==> config.mk <==
export PLATFORM = sky130hd
export DESIGN_NAME = ex_mem_stage_flat
export DESIGN_NICKNAME = d
export VERILOG_FILES = /design/src/rtl/ex_mem_stage_if.sv /design/src/rtl/ex_mem_stage.sv /design/src/flat_wrapper.sv
export SDC_FILE = /design/constraint.sdc
export NUM_CORES = 1
export LEC_CHECK = 0
export BUFFER_PORTS_ARGS = -buffer_cell sky130_fd_sc_hd__buf_4
export CAP_MARGIN = 25
export CORE_AREA = 3 3 155 157
export CTS_BUF_LIST = sky130_fd_sc_hd__clkbuf_2
export CTS_CLUSTER_SIZE = 16
export DETAILED_ROUTE_END_ITERATION = 8
export DIE_AREA = 0 0 158 160
export PLACE_DENSITY = 0.41
export SYNTH_ARGS = -nofsm -noshare
export SYNTH_HDL_FRONTEND = slang
export SYNTH_SLANG_ARGS = --single-unit
==> constraint.sdc <==
create_clock -name clk -period 3.95 [get_ports clk]
set_clock_uncertainty 0.15 [all_clocks]
set_input_delay 0.395 -clock clk [delete_from_list [all_inputs] [get_ports clk]]
set_output_delay 0.395 -clock clk [all_outputs]
set_load 0.03 [all_outputs]
==> src/rtl/ex_mem_stage_if.sv <==
// rtl/ex_mem_stage_if.sv - EX-to-MEM stage bus; BRANCH_STATS_EN adds branch counter outputs.
interface ex_mem_stage_if;
  logic        ex_valid_i;
  logic        ex_ready_o;
  logic [31:0] ex_pc_i;
  logic [31:0] ex_alu_i;
  logic        ex_br_mark_i;
  logic        ex_is_br_i;
  logic        ex_is_jump_i;
  logic [31:0] ex_target_i;
  logic        ex_is_jalr_i;
  logic [4:0]  ex_rd_i;
  logic        ex_we_i;
  logic        ex_memrd_i;
  logic        ex_memwr_i;
  logic [31:0] ex_sdata_i;
  logic        mem_valid_o;
  logic        mem_ready_i;
  logic [31:0] mem_result_o;
  logic [4:0]  mem_rd_o;
  logic        mem_we_o;
  logic        mem_memrd_o;
  logic        mem_memwr_o;
  logic [31:0] mem_sdata_o;
  logic        redirect_o;
  logic [31:0] redirect_pc_o;
  logic        flush_o;
`ifdef BRANCH_STATS_EN
  logic [31:0] br_total_o;
  logic [31:0] br_taken_o;
`endif

  modport slave (
    input  ex_valid_i, ex_pc_i, ex_alu_i, ex_br_mark_i, ex_is_br_i, ex_is_jump_i,
           ex_target_i, ex_is_jalr_i, ex_rd_i, ex_we_i, ex_memrd_i, ex_memwr_i,
           ex_sdata_i, mem_ready_i,
    output ex_ready_o, mem_valid_o, mem_result_o, mem_rd_o, mem_we_o, mem_memrd_o,
           mem_memwr_o, mem_sdata_o, redirect_o, redirect_pc_o, flush_o
`ifdef BRANCH_STATS_EN
   ,output br_total_o, br_taken_o
`endif
  );

  modport master (
    output ex_valid_i, ex_pc_i, ex_alu_i, ex_br_mark_i, ex_is_br_i, ex_is_jump_i,
           ex_target_i, ex_is_jalr_i, ex_rd_i, ex_we_i, ex_memrd_i, ex_memwr_i,
           ex_sdata_i, mem_ready_i,
    input  ex_ready_o, mem_valid_o, mem_result_o, mem_rd_o, mem_we_o, mem_memrd_o,
           mem_memwr_o, mem_sdata_o, redirect_o, redirect_pc_o, flush_o
`ifdef BRANCH_STATS_EN
   ,input  br_total_o, br_taken_o
`endif
  );
endinterface

==> src/rtl/ex_mem_stage.sv <==
// rtl/ex_mem_stage.sv - EX/MEM pipeline register with branch redirect and 2-slot squash.
// Optional BRANCH_STATS_EN adds accepted/taken branch counters.
module ex_mem_stage (
  input  logic           clk,
  input  logic           rst,
  ex_mem_stage_if.slave  bus
);
  typedef enum logic {RUN, SQUASH} state_t;

  state_t      state_q, state_d;
  logic [1:0]  squash_cnt_q, squash_cnt_d;
  logic        mem_valid_q, mem_valid_d;
  logic [31:0] mem_result_q, mem_result_d;
  logic [4:0]  mem_rd_q, mem_rd_d;
  logic        mem_we_q, mem_we_d;
  logic        mem_memrd_q, mem_memrd_d;
  logic        mem_memwr_q, mem_memwr_d;
  logic [31:0] mem_sdata_q, mem_sdata_d;
  logic        redirect_q, redirect_d;
  logic [31:0] redirect_pc_q, redirect_pc_d;

  logic ex_ready, accept, is_ctrl, taken;

  // Squash slots are dropped without touching MEM, so they never wait on backpressure.
  assign ex_ready = (state_q == SQUASH) || !mem_valid_q || bus.mem_ready_i;
  assign accept   = bus.ex_valid_i && ex_ready && (state_q == RUN);
  assign is_ctrl  = bus.ex_is_br_i || bus.ex_is_jump_i;
  assign taken    = accept && is_ctrl && bus.ex_br_mark_i;

  always_comb begin
    state_d      = state_q;
    squash_cnt_d = squash_cnt_q;
    case (state_q)
      RUN: begin
        if (taken) begin
          state_d      = SQUASH;
          squash_cnt_d = 2'd2;
        end
      end
      SQUASH: begin
        if (bus.ex_valid_i) begin
          squash_cnt_d = squash_cnt_q - 2'd1;
          if (squash_cnt_q == 2'd1) state_d = RUN;
        end
      end
      default: state_d = RUN;
    endcase
  end

  always_comb begin
    mem_valid_d   = mem_valid_q;
    mem_result_d  = mem_result_q;
    mem_rd_d      = mem_rd_q;
    mem_we_d      = mem_we_q;
    mem_memrd_d   = mem_memrd_q;
    mem_memwr_d   = mem_memwr_q;
    mem_sdata_d   = mem_sdata_q;
    redirect_d    = taken;
    redirect_pc_d = redirect_pc_q;
    if (accept) begin
      mem_valid_d  = 1'b1;
      mem_result_d = bus.ex_is_jump_i ? bus.ex_pc_i + 32'd4 : bus.ex_alu_i;
      mem_rd_d     = bus.ex_rd_i;
      mem_we_d     = bus.ex_we_i;
      mem_memrd_d  = bus.ex_memrd_i;
      mem_memwr_d  = bus.ex_memwr_i;
      mem_sdata_d  = bus.ex_sdata_i;
    end else if (bus.mem_ready_i) begin
      mem_valid_d = 1'b0;
    end
    if (taken) begin
      redirect_pc_d = bus.ex_is_jalr_i ? {bus.ex_alu_i[31:1], 1'b0} : bus.ex_target_i;
    end
  end

  always_ff @(posedge clk or posedge rst) begin
    if (rst) begin
      state_q       <= RUN;
      squash_cnt_q  <= 2'd0;
      mem_valid_q   <= 1'b0;
      mem_result_q  <= 32'd0;
      mem_rd_q      <= 5'd0;
      mem_we_q      <= 1'b0;
      mem_memrd_q   <= 1'b0;
      mem_memwr_q   <= 1'b0;
      mem_sdata_q   <= 32'd0;
      redirect_q    <= 1'b0;
      redirect_pc_q <= 32'd0;
    end else begin
      state_q       <= state_d;
      squash_cnt_q  <= squash_cnt_d;
      mem_valid_q   <= mem_valid_d;
      mem_result_q  <= mem_result_d;
      mem_rd_q      <= mem_rd_d;
      mem_we_q      <= mem_we_d;
      mem_memrd_q   <= mem_memrd_d;
      mem_memwr_q   <= mem_memwr_d;
      mem_sdata_q   <= mem_sdata_d;
      redirect_q    <= redirect_d;
      redirect_pc_q <= redirect_pc_d;
    end
  end

  assign bus.ex_ready_o    = ex_ready;
  assign bus.mem_valid_o   = mem_valid_q;
  assign bus.mem_result_o  = mem_result_q;
  assign bus.mem_rd_o      = mem_rd_q;
  assign bus.mem_we_o      = mem_we_q;
  assign bus.mem_memrd_o   = mem_memrd_q;
  assign bus.mem_memwr_o   = mem_memwr_q;
  assign bus.mem_sdata_o   = mem_sdata_q;
  assign bus.redirect_o    = redirect_q;
  assign bus.redirect_pc_o = redirect_pc_q;
  assign bus.flush_o       = redirect_q;

`ifdef BRANCH_STATS_EN
  logic [31:0] br_total_q, br_total_d;
  logic [31:0] br_taken_q, br_taken_d;

  always_comb begin
    br_total_d = br_total_q;
    br_taken_d = br_taken_q;
    if (accept && is_ctrl) br_total_d = br_total_q + 32'd1;
    if (taken)             br_taken_d = br_taken_q + 32'd1;
  end

  always_ff @(posedge clk or posedge rst) begin
    if (rst) begin
      br_total_q <= 32'd0;
      br_taken_q <= 32'd0;
    end else begin
      br_total_q <= br_total_d;
      br_taken_q <= br_taken_d;
    end
  end

  assign bus.br_total_o = br_total_q;
  assign bus.br_taken_o = br_taken_q;
`endif
endmodule
==> src/flat_wrapper.sv <==
// flat-port wrapper written by rule: the top's interface ports become plain ports
module ex_mem_stage_flat 
  (clk, rst, bus_ex_valid_i, bus_ex_pc_i, bus_ex_alu_i, bus_ex_br_mark_i, bus_ex_is_br_i, bus_ex_is_jump_i, bus_ex_target_i, bus_ex_is_jalr_i, bus_ex_rd_i, bus_ex_we_i, bus_ex_memrd_i, bus_ex_memwr_i, bus_ex_sdata_i, bus_mem_ready_i, bus_ex_ready_o, bus_mem_valid_o, bus_mem_result_o, bus_mem_rd_o, bus_mem_we_o, bus_mem_memrd_o, bus_mem_memwr_o, bus_mem_sdata_o, bus_redirect_o, bus_redirect_pc_o, bus_flush_o);
  ex_mem_stage_if bus_i ();
  input  logic clk;
  input  logic rst;
  input wire logic [$bits(bus_i.ex_valid_i)-1:0] bus_ex_valid_i;
  input wire logic [$bits(bus_i.ex_pc_i)-1:0] bus_ex_pc_i;
  input wire logic [$bits(bus_i.ex_alu_i)-1:0] bus_ex_alu_i;
  input wire logic [$bits(bus_i.ex_br_mark_i)-1:0] bus_ex_br_mark_i;
  input wire logic [$bits(bus_i.ex_is_br_i)-1:0] bus_ex_is_br_i;
  input wire logic [$bits(bus_i.ex_is_jump_i)-1:0] bus_ex_is_jump_i;
  input wire logic [$bits(bus_i.ex_target_i)-1:0] bus_ex_target_i;
  input wire logic [$bits(bus_i.ex_is_jalr_i)-1:0] bus_ex_is_jalr_i;
  input wire logic [$bits(bus_i.ex_rd_i)-1:0] bus_ex_rd_i;
  input wire logic [$bits(bus_i.ex_we_i)-1:0] bus_ex_we_i;
  input wire logic [$bits(bus_i.ex_memrd_i)-1:0] bus_ex_memrd_i;
  input wire logic [$bits(bus_i.ex_memwr_i)-1:0] bus_ex_memwr_i;
  input wire logic [$bits(bus_i.ex_sdata_i)-1:0] bus_ex_sdata_i;
  input wire logic [$bits(bus_i.mem_ready_i)-1:0] bus_mem_ready_i;
  output wire logic [$bits(bus_i.ex_ready_o)-1:0] bus_ex_ready_o;
  output wire logic [$bits(bus_i.mem_valid_o)-1:0] bus_mem_valid_o;
  output wire logic [$bits(bus_i.mem_result_o)-1:0] bus_mem_result_o;
  output wire logic [$bits(bus_i.mem_rd_o)-1:0] bus_mem_rd_o;
  output wire logic [$bits(bus_i.mem_we_o)-1:0] bus_mem_we_o;
  output wire logic [$bits(bus_i.mem_memrd_o)-1:0] bus_mem_memrd_o;
  output wire logic [$bits(bus_i.mem_memwr_o)-1:0] bus_mem_memwr_o;
  output wire logic [$bits(bus_i.mem_sdata_o)-1:0] bus_mem_sdata_o;
  output wire logic [$bits(bus_i.redirect_o)-1:0] bus_redirect_o;
  output wire logic [$bits(bus_i.redirect_pc_o)-1:0] bus_redirect_pc_o;
  output wire logic [$bits(bus_i.flush_o)-1:0] bus_flush_o;
  assign bus_i.ex_valid_i = bus_ex_valid_i;
  assign bus_i.ex_pc_i = bus_ex_pc_i;
  assign bus_i.ex_alu_i = bus_ex_alu_i;
  assign bus_i.ex_br_mark_i = bus_ex_br_mark_i;
  assign bus_i.ex_is_br_i = bus_ex_is_br_i;
  assign bus_i.ex_is_jump_i = bus_ex_is_jump_i;
  assign bus_i.ex_target_i = bus_ex_target_i;
  assign bus_i.ex_is_jalr_i = bus_ex_is_jalr_i;
  assign bus_i.ex_rd_i = bus_ex_rd_i;
  assign bus_i.ex_we_i = bus_ex_we_i;
  assign bus_i.ex_memrd_i = bus_ex_memrd_i;
  assign bus_i.ex_memwr_i = bus_ex_memwr_i;
  assign bus_i.ex_sdata_i = bus_ex_sdata_i;
  assign bus_i.mem_ready_i = bus_mem_ready_i;
  assign bus_ex_ready_o = bus_i.ex_ready_o;
  assign bus_mem_valid_o = bus_i.mem_valid_o;
  assign bus_mem_result_o = bus_i.mem_result_o;
  assign bus_mem_rd_o = bus_i.mem_rd_o;
  assign bus_mem_we_o = bus_i.mem_we_o;
  assign bus_mem_memrd_o = bus_i.mem_memrd_o;
  assign bus_mem_memwr_o = bus_i.mem_memwr_o;
  assign bus_mem_sdata_o = bus_i.mem_sdata_o;
  assign bus_redirect_o = bus_i.redirect_o;
  assign bus_redirect_pc_o = bus_i.redirect_pc_o;
  assign bus_flush_o = bus_i.flush_o;
  ex_mem_stage u_core (.clk(clk), .rst(rst), .bus(bus_i));
endmodule
* Yosys cells after proc, flatten, opt, wreduce, memory -nomap -nowiden *
Cells that the tools add are included.

word-level totals
  memory bits (writable) = 0
  ROM bits = 0
  input port bits = 144
  register bits = 109
  memories = 0
  output and inout bits = 108
  bits in latches = 0

cells by class
  bitwise operators = 1
  shift operators = 0
  multiplexer cells = 11
  add/sub/neg operators = 2
  order comparisons = 0
  div/mod/pow operators = 0
  reduce and logical (&&, ||, !) cells = 10
  equal/unequal tests = 3
  multiply operators = 0

operators with widths
  cell                     number
  $mux W32                 2
  $add A32 B3 Y32 const B  1
  $mux W1                  5
  $logic_and A1 B1 Y1      4
  $mux W2                  2
  $pmux W2 S2              1
  $logic_or A1 B1 Y1       3
  $eq A2 B1 Y1 const B     1
  $ne A2 B1 Y1 const B     1
  $ne A2 B2 Y1 const B     1
  $pmux W1 S2              1
  $reduce_and A2 Y1        1
  $reduce_bool A2 Y1       1
  $sub A2 B1 Y2 const B    1
  $logic_not A1 Y1         1
  $not A1 Y1               1

* Depth between registers and ports, before layout *
Gate-level depths: netlist of the first run.

  depth in word-level cells = 9
  mapped depth = 6
  mapped depth without buffers = 6

* Least setup slack after synthesis of the first run *
Ideal clock, no wire load.

  kind = input-to-reg
  from = input port bus_ex_pc_i[2]
  to = register u_core.mem_result_q[24], in the netlist u_core.bus.mem_result_o[24]
  path slack = 2.120 ns
  setup time = 0.132 ns
  data required time = 3.668 ns
  arrival = 1.548 ns
  stages = 6
  path through = ha_1 > nand3_2 > nor4_4 > nand4_1 > xor2_1 > o21ai_1

on the way
  longest elaborated chain between the ends = 2

ends and longest elaborated chain
  element               line                source
  start, declared       flat_wrapper.sv:8   input wire logic [$bits(bus_i.ex_pc_i)-1:0] bus_ex_pc_i;
  $add A32 B3 Y32       ex_mem_stage.sv:62  mem_result_d = bus.ex_is_jump_i ? bus.ex_pc_i + 32'd4 : bus.ex_alu_i;
  $mux W32              ex_mem_stage.sv:62
  end signal, assigned  ex_mem_stage.sv:93  mem_result_q <= mem_result_d;
  end, declared         ex_mem_stage.sv:13  logic [31:0] mem_result_q, mem_result_d;

Every way passes these cells.
A chain may end at the register's enable or synchronous reset.

* Worst setup path in the final report of the first run *
  from = input port bus_ex_pc_i[9]
  to = register u_core.mem_result_q[26], in the netlist u_core.bus.mem_result_o[26]

The elaborated chain is that of the path after synthesis.

==> flow_metrics.env, run 1 <==
export IMPL_grt_max_degree=99
export IMPL_ctsHoldBuffers=175
export IMPL_crit_buf_inv=4
export IMPL_cts_sinks=109
export IMPL_placed_cell_area_sq_mm=0.00738
export IMPL_drive_gt1_frac=0.293
export IMPL_fp_row_count=55
export IMPL_via_count=5505
export IMPL_tritoncts="yes"
export IMPL_path_max_fanout=8
export IMPL_layout_commonest_cell="buf_4"
export IMPL_cts_buffers=9
export IMPL_pwr_density_cell_mw_per_mm2=626
export IMPL_status="finished clean"
export IMPL_timing_fmax_ghz=0.329
export IMPL_vdd_ir_drop_worst_v=0.000268
export IMPL_dp_cells=1067
export IMPL_finalHoldViolCount=0
export IMPL_synthCells=559
export IMPL_p_sw_mw=2.68
export IMPL_cp_required_ns=4.38
export IMPL_gp_congestion=0.794
export IMPL_p_leak_nw=4.47
export IMPL_first_iter_violations=267
export IMPL_groute_usage_overall=0.155
export IMPL_worstSetupPathType="input pin to flip-flop"
export IMPL_layoutNonFillerInstCount=1261
export IMPL_cts_root_buf="clkbuf_2"
export IMPL_layout_common_cells="buf_4 (257), dlygate4sd3_1 (175), nand2_1 (142)"
export IMPL_grt_overflow=0
export IMPL_hp_class="input pin to flip-flop"
export IMPL_ys_types=37
export IMPL_synth_top_cells_by_area="dfrtp_1 (53%), nand2_1 (10%), mux2i_1 (6.7%)"
export IMPL_timing_max_transition_violations_final=0
export IMPL_start_util=0.229
export IMPL_pwr_share_seq=0.341
export IMPL_synthesis_area_sq_mm=0.00519
export IMPL_dp_slack_ns=1.36
export IMPL_p_int_mw=3.11
export IMPL_syn_nets=705
export IMPL_clk_path_buf_depth=2
export IMPL_clk_latency_ns=0.60
export IMPL_fp_dieW_um=158
export IMPL_p_clk_frac=0.093
export IMPL_clk_pin_slew_ns=0.33
export IMPL_area_growth_pct=78.2
export IMPL_wire_per_inst_um=15.9
export IMPL_grt_pass1_wl_um=30900
export IMPL_sw_frac_of_total=0.463
export IMPL_slowest_stage="nor4_4"
export IMPL_dpl_hpwl_um=14300
export IMPL_setup_viol=0
export IMPL_port_buffers=251
export IMPL_p_comb_frac=0.566
export IMPL_coreArea_sq_mm=0.0226
export IMPL_power_mw=5.79
export IMPL_rsz0062_at_grt="false"
export IMPL_end_kind="flip-flop"
export IMPL_antenna_left=0
export IMPL_slowest_delay_ns=0.63
export IMPL_slew_limit_headroom=0.312
export IMPL_final_cell_area_sq_mm=0.00925
export IMPL_start_kind="input pin"
export IMPL_die_h_um=160
export IMPL_synth_top_area_cell="dfrtp_1"
export IMPL_postCtsSetupRepairBufs=0
export IMPL_fillers=2270
export IMPL_yosysWarnings=0
export IMPL_worst_ep_arrival_time_ns=3.46
export IMPL_fin_crit_ns=3.04
export IMPL_avgSynthCellArea_sq_um=9.29
export IMPL_drv_cap=0
export IMPL_via_per_inst=4.37
export IMPL_worst_slack_ns=0.915
export IMPL_drt_first_pass_iters=5
export IMPL_worst_pin_slew_ns=1.03
export IMPL_drc=0
export IMPL_crit_top_cell="dlygate4sd3_1"
export IMPL_wirelength_um=20000
export IMPL_io_pins=252
export IMPL_ys_ff_latch=109
export IMPL_htree_levels=3
export IMPL_ys_seq_area_frac=0.525
export IMPL_timing_setup_tns_ns=0
export IMPL_path_cells="dlygate4sd3_1 > buf_4 > nand4_4 > nor4_4 > nand4_1 > xor2_1 > dlygate4sd3_1 > o21ai_1 > dlygate4sd3_1"
export IMPL_grt_antenna_before_repair=3
export IMPL_cpLargestDelayFamily="buffers and inverters"
export IMPL_cts_repair_resized=0
export IMPL_post_route_period_util=0.768
export IMPL_grt_pass1_vias=5691
export IMPL_dieArea_sq_mm=0.0253
export IMPL_yosysTopAreaCellShare=0.525
export IMPL_fin_nets=1114
-- Yosys cell counts, drive strengths merged --
cell,instances
and3,5
nor3b,18
ha,2
nand2,142
mux2i,35
a31o,1
o211ai,1
a21oi,54
buf,9
nand3b,2
xnor2,9
a21boi,1
xor2,17
o21ai,41
nor2,40
inv,7
clkbuf,26
and4,2
nor4,3
dfrtp,109
o21a,1
a211oi,1
a21o,6
or2,1
nor3,2
nand4,12
nand3,10
nand2b,1
a2bb2oi,1
-- kinds of logic (layout without fill, tap and decap cells) --
| logic type | after synthesis | after routing | share of synthesized area |
|---|---|---|---|
| AO/OA/AOI/OAI | 107 | 107 | 0.110 |
| XOR/XNOR | 26 | 26 | 0.0438 |
| adder cells (fa/ha/maj) | 2 | 2 | 0.00482 |
| other | 0 | 3 | 0 |
| multiplexers | 35 | 35 | 0.0675 |
| buffers and inverters | 42 | 456 | 0.0320 |
| AND/OR/NAND/NOR | 238 | 238 | 0.217 |
| flip-flops | 109 | 109 | 0.525 |
-- power groups by stage --
stage | logic [mW] | registers [mW] | clock network (mW)
after floorplan | 0.713 | 2.98 | 0
after global placement | 2.98 | 2.00 | 0
after detailed placement | 3.01 | 2.01 | 0
after CTS | 3.31 | 1.98 | 0.585
after global routing | 3.52 | 2.04 | 0.619
final | 3.28 | 1.98 | 0.542
-- metrics by stage --
stage               hold WS [ns]   util
finish                    0.0629  0.409
global route             0.00507  0.409
CTS                      0.00131  0.408
detailed placement         0.206  0.326
global placement           0.310  0.325
floorplan                  0.315      -
-- area by class of cell --
class / instances / area, sq um / share of cell area
well taps: 285 / 357 / 0.0385
flip-flops and latches: 109 / 2730 / 0.295
clock inverters: 6 / 62.6 / 0.00676
clock buffers: 10 / 50.0 / 0.00541
diodes: 3 / 7.51 / 0.000811
inverters: 7 / 28.8 / 0.00311
multi-input cells: 408 / 2310 / 0.250
repair buffers: 433 / 3710 / 0.401
-- worst paths after layout --
| path | from | end | slack, ns | cells past startpoint |
|---|---|---|---|---|
| max | bus_ex_pc_i[9] | u_core.bus.mem_result_o[26] | 0.91 | 9 |
| min | bus_ex_pc_i[8] | u_core.bus.mem_result_o[8] | 0.06 | 4 |
| max reg2reg | u_core.bus.mem_valid_o | u_core.bus.mem_result_o[14] | 1.17 | 7 |
| min reg2reg | u_core.bus.mem_sdata_o[29] | u_core.bus.mem_sdata_o[29] | 0.37 | 2 |
| max in group asynchronous | rst | u_core.bus.redirect_pc_o[19] | 2.07 | 6 |
| min in group asynchronous | rst | u_core.bus.mem_sdata_o[18] | 0.68 | 4 |
-- layer usage --
metal	GRT usage	up-vias	wire length, um
met5	0	-	0
met4	0.0598	0	539
met3	0.0260	33	1060
met2	0.260	184	9650
met1	0.199	2584	8760
li1	-	2704	-
-- sequential cells by signal, indices dropped and copies added (netlist names) --
register / cells
u_core.bus.flush_o: 1
u_core.bus.mem_memrd_o: 1
u_core.bus.mem_memwr_o: 1
u_core.bus.mem_rd_o: 5
u_core.bus.mem_result_o: 32
u_core.bus.mem_sdata_o: 32
u_core.bus.mem_valid_o: 1
u_core.bus.mem_we_o: 1
u_core.bus.redirect_pc_o: 32
u_core.squash_cnt_q: 2
u_core.state_q: 1
-- worst reg2reg max path, stage by stage, from the launching register on --
cell	delay, ns
dfrtp_1	0.43
nand2b_1	0.11
nand3b_1	0.17
buf_4	0.76
nor3b_1	0.25
a21oi_1	0.15
o21ai_0	0.10
dlygate4sd3_1	0.61
Note: power is estimated with default switching activity, not from simulation.
==> run 2, diff against run 1 <==
ABC_AREA = 1   (was default)
CORE_AREA = 3 3 158 160   (was 3 3 155 157)
DIE_AREA = 0 0 161 163   (was 0 0 158 160)
PLACE_DENSITY = 0.42   (was 0.41)
clock period = 2.5 ns   (was 3.95 ns; I/O delays follow)
==> run 2 against run 1 <==
  * The flow now finishes with violations (negative hold slack)
  * Power is 70% higher
  * Wire length is 16% higher
  * Cell count is 20% higher
  * First-iteration DRC count is 21% higher
  * Sequential power is 56% higher
  * Non-clock buffer count is 32 higher
  * Area after synthesis is 4.4% higher
  * Critical path depth is 4 higher
  * Clock power is 86% higher
  * Cell area is 6.8% higher
  * Flip-flop and latch count stayed put
  * Critical path type unchanged
  * Critical endpoint is now u_core.bus.mem_result_o[27]
==> flow_metrics.env, run 2 <==
export IMPL_status="finished, violations left"
export IMPL_violations="negative hold slack"
export IMPL_grt_util_met3=0.0252
export IMPL_cts_root_buf="clkbuf_2"
export IMPL_p_sw_mw=4.53
export IMPL_layoutNonFillerInstCount=1516
export IMPL_grt_busiest_layer="met2"
export IMPL_synth_top_area_cell="dfrtp_1"
export IMPL_clk_pin_slew_ns=0.37
export IMPL_pwr_share_seq=0.314
export IMPL_layout_common_cells="nand2_1 (319), buf_4 (260), dlygate4sd3_1 (201)"
export IMPL_grt_pass1_wl_um=35900
export IMPL_grt_overflow=0
export IMPL_drc=0
export IMPL_yosys_area_share_simple=0.346
export IMPL_rsz0062_at_grt="true"
export IMPL_synthesis_area_sq_mm=0.00542
export IMPL_area_growth_pct=82.3
export IMPL_fin_crit_ns=2.42
export IMPL_synthMuxAreaShare=0
export IMPL_gp_congestion=0.771
export IMPL_dpl_hpwl_um=16500
export IMPL_use_met2=0.286
export IMPL_worst_ep_arrival_time_ns=2.88
export IMPL_setup_viol=0
export IMPL_synth_edf_count=0
export IMPL_pwr_density_cell_mw_per_mm2=994
export IMPL_synth_adder_area_share=0.00461
export IMPL_die_h_um=163
export IMPL_htree_levels=3
export IMPL_finalHoldViolCount=1
export IMPL_dieArea_sq_mm=0.0262
export IMPL_holdWs_ns=-0.0129
export IMPL_fp_dieW_um=161
export IMPL_antenna_left=0
export IMPL_synth_xor_area_frac=0.00646
export IMPL_grt_antenna_before_repair=1
export IMPL_start_kind="input pin"
export IMPL_timing_max_transition_violations_final=0
export IMPL_drive_gt1_frac=0.247
export IMPL_port_buffers=251
export IMPL_power_mw=9.83
export IMPL_synth_most_common_cell="nand2_1"
export IMPL_ys_flop_type="dfrtp_1"
export IMPL_netlist_top_cells_count="nand2_1 (321), nor2_1 (120), dfrtp_1 (109)"
export IMPL_p_clk_frac=0.103
export IMPL_clk_path_buf_depth=2
export IMPL_syn_nets=896
export IMPL_synth_top_family_by_area="simple AND/OR/NAND/NOR gates"
export IMPL_fin_nets=1337
export IMPL_synth_compound_area_frac=0.0856
export IMPL_worst_slack_ns=0.0790
export IMPL_ys_seq_area_frac=0.503
export IMPL_wire_per_inst_um=15.3
export IMPL_ys_ff_latch=109
export IMPL_final_cell_area_sq_mm=0.00989
export IMPL_coreArea_sq_mm=0.0235
export IMPL_yosysWarnings=0
export IMPL_post_route_period_util=0.968
export IMPL_cts_sinks=109
export IMPL_timing_fmax_ghz=0.413
export IMPL_drv_cap=0
export IMPL_clk_latency_ns=0.64
export IMPL_vdd_ir_drop_worst_v=0.000339
export IMPL_end_kind="flip-flop"
export IMPL_placed_cell_area_sq_mm=0.00767
export IMPL_avgSynthCellArea_sq_um=7.23
export IMPL_cts_buffers=9
export IMPL_hp_class="input pin to flip-flop"
export IMPL_first_iter_violations=323
export IMPL_via_count=6387
export IMPL_worst_pin_slew_ns=0.680
export IMPL_path_max_fanout=6
export IMPL_fp_row_count=56
export IMPL_cp_required_ns=2.96
export IMPL_synthCells=750
export IMPL_grt_max_degree=110
export IMPL_use_met1=0.240
export IMPL_layout_commonest_cell="nand2_1"
export IMPL_worstSetupPathType="input pin to flip-flop"
export IMPL_slew_limit_headroom=0.546
export IMPL_io_pins=252
export IMPL_async_reset_ff_frac=1.00
export IMPL_tritoncts="yes"
export IMPL_yosysTopAreaCellShare=0.503
export IMPL_grt_pass1_vias=6323
export IMPL_final_util=0.420
export IMPL_groute_usage_overall=0.174
export IMPL_synth_top_cells_by_area="dfrtp_1 (50%), nand2_1 (22%), nor2_1 (8.3%)"
export IMPL_via_per_inst=4.21
export IMPL_sw_frac_of_total=0.461
export IMPL_drt_first_pass_iters=6
export IMPL_wirelength_um=23100
export IMPL_p_leak_nw=4.80
export IMPL_p_comb_frac=0.584
export IMPL_dp_slack_ns=0.461
export IMPL_start_util=0.230
export IMPL_ys_types=21
export IMPL_dp_cells=1295
export IMPL_timing_setup_tns_ns=0
export IMPL_p_int_mw=5.30
run 2: cell types whose count changed in the layout (fill, tap and decap cells not counted), moves of 9 or more:
cell and change:
nand2_1 +177, nor2_1 +73, a31oi_1 +35, mux2i_1 -35, nand3_1 +29, inv_1 +27, dlygate4sd3_1 +26, a21oi_1 -24
o21ai_0 -18, nor3b_1 -17, xor2_1 -16, o21ai_1 -12, nand4_1 -9
run 2: cell type report:
| type | count | area (sq um) |
|---|---|---|
| antenna | 1 | 2.50 |
| clock inverter | 7 | 100 |
| clock buffer | 9 | 45.0 |
| sequential | 109 | 2730 |
| fill | 2461 | 13700 |
| tap | 319 | 399 |
| timing repair buffer | 465 | 4040 |
| multi-input combinational | 569 | 2430 |
| inverter | 37 | 143 |
run 2: kinds of logic (layout without fill, tap and decap cells):
family / Yosys count / count (layout)
other: 0 / 1
and+or+nand+nor: 482 / 482
adders and majority gates: 2 / 2
xor gates and xnor gates: 4 / 4
DFF: 109 / 109
buffers and inverters: 72 / 518
AOI/OAI and AO/OA: 81 / 81
run 2: layer usage:
layer / up-vias / wire [um] / share of wire
met5: - / 0 / 0
met3: 27 / 782 / 0.034
met4: 0 / 446 / 0.019
met2: 133 / 11100 / 0.48
met1: 2974 / 10800 / 0.47
li1: 3253 / - / -
run 2: power groups by stage:
stage | combinational (mW) | sequential, mW | clock [mW]
CTS | 5.78 | 3.08 | 1.05
detailed placement | 4.99 | 3.13 | 0
floorplan | 1.21 | 4.75 | 0
global route | 6.18 | 3.20 | 1.12
finish | 5.74 | 3.08 | 1.01
global placement | 5.00 | 3.11 | 0
run 2: timing repair:
item                       in CTS  in global routing
setup buffers                   0                  3
resized for setup               0                 13
setup endpoints to repair       0                 21
hold endpoints to repair      217                  0
hold buffers                  202                  0
run 2: path summary, 6_finish.rpt:
path,to,startpoint,cells past startpoint,slack [ns]
min in group asynchronous,u_core.bus.mem_sdata_o[12],rst,4,0.06
worst min register to register,u_core.bus.mem_sdata_o[28],u_core.bus.mem_sdata_o[28],2,0.37
worst max-delay path,u_core.bus.mem_result_o[27],bus_ex_pc_i[6],13,0.08
worst min-delay path,u_core.bus.flush_o,bus_ex_br_mark_i,6,-0.01
worst max register to register,u_core.bus.mem_result_o[13],u_core.bus.mem_valid_o,7,0.17
max in group asynchronous,u_core.bus.mem_result_o[11],rst,4,1.58
run 2: critical path: stages:
cell           delay [ns]
dlygate4sd3_1        0.55
buf_4                0.13
nand2_1              0.08
nor2_1               0.17
nand2_2              0.15
nor2_4               0.16
nand2_1              0.07
nand2_1              0.05
nand3_1              0.06
dlygate4sd3_1        0.58
nand2_1              0.05
dlygate4sd3_1        0.54
nand2_1              0.05
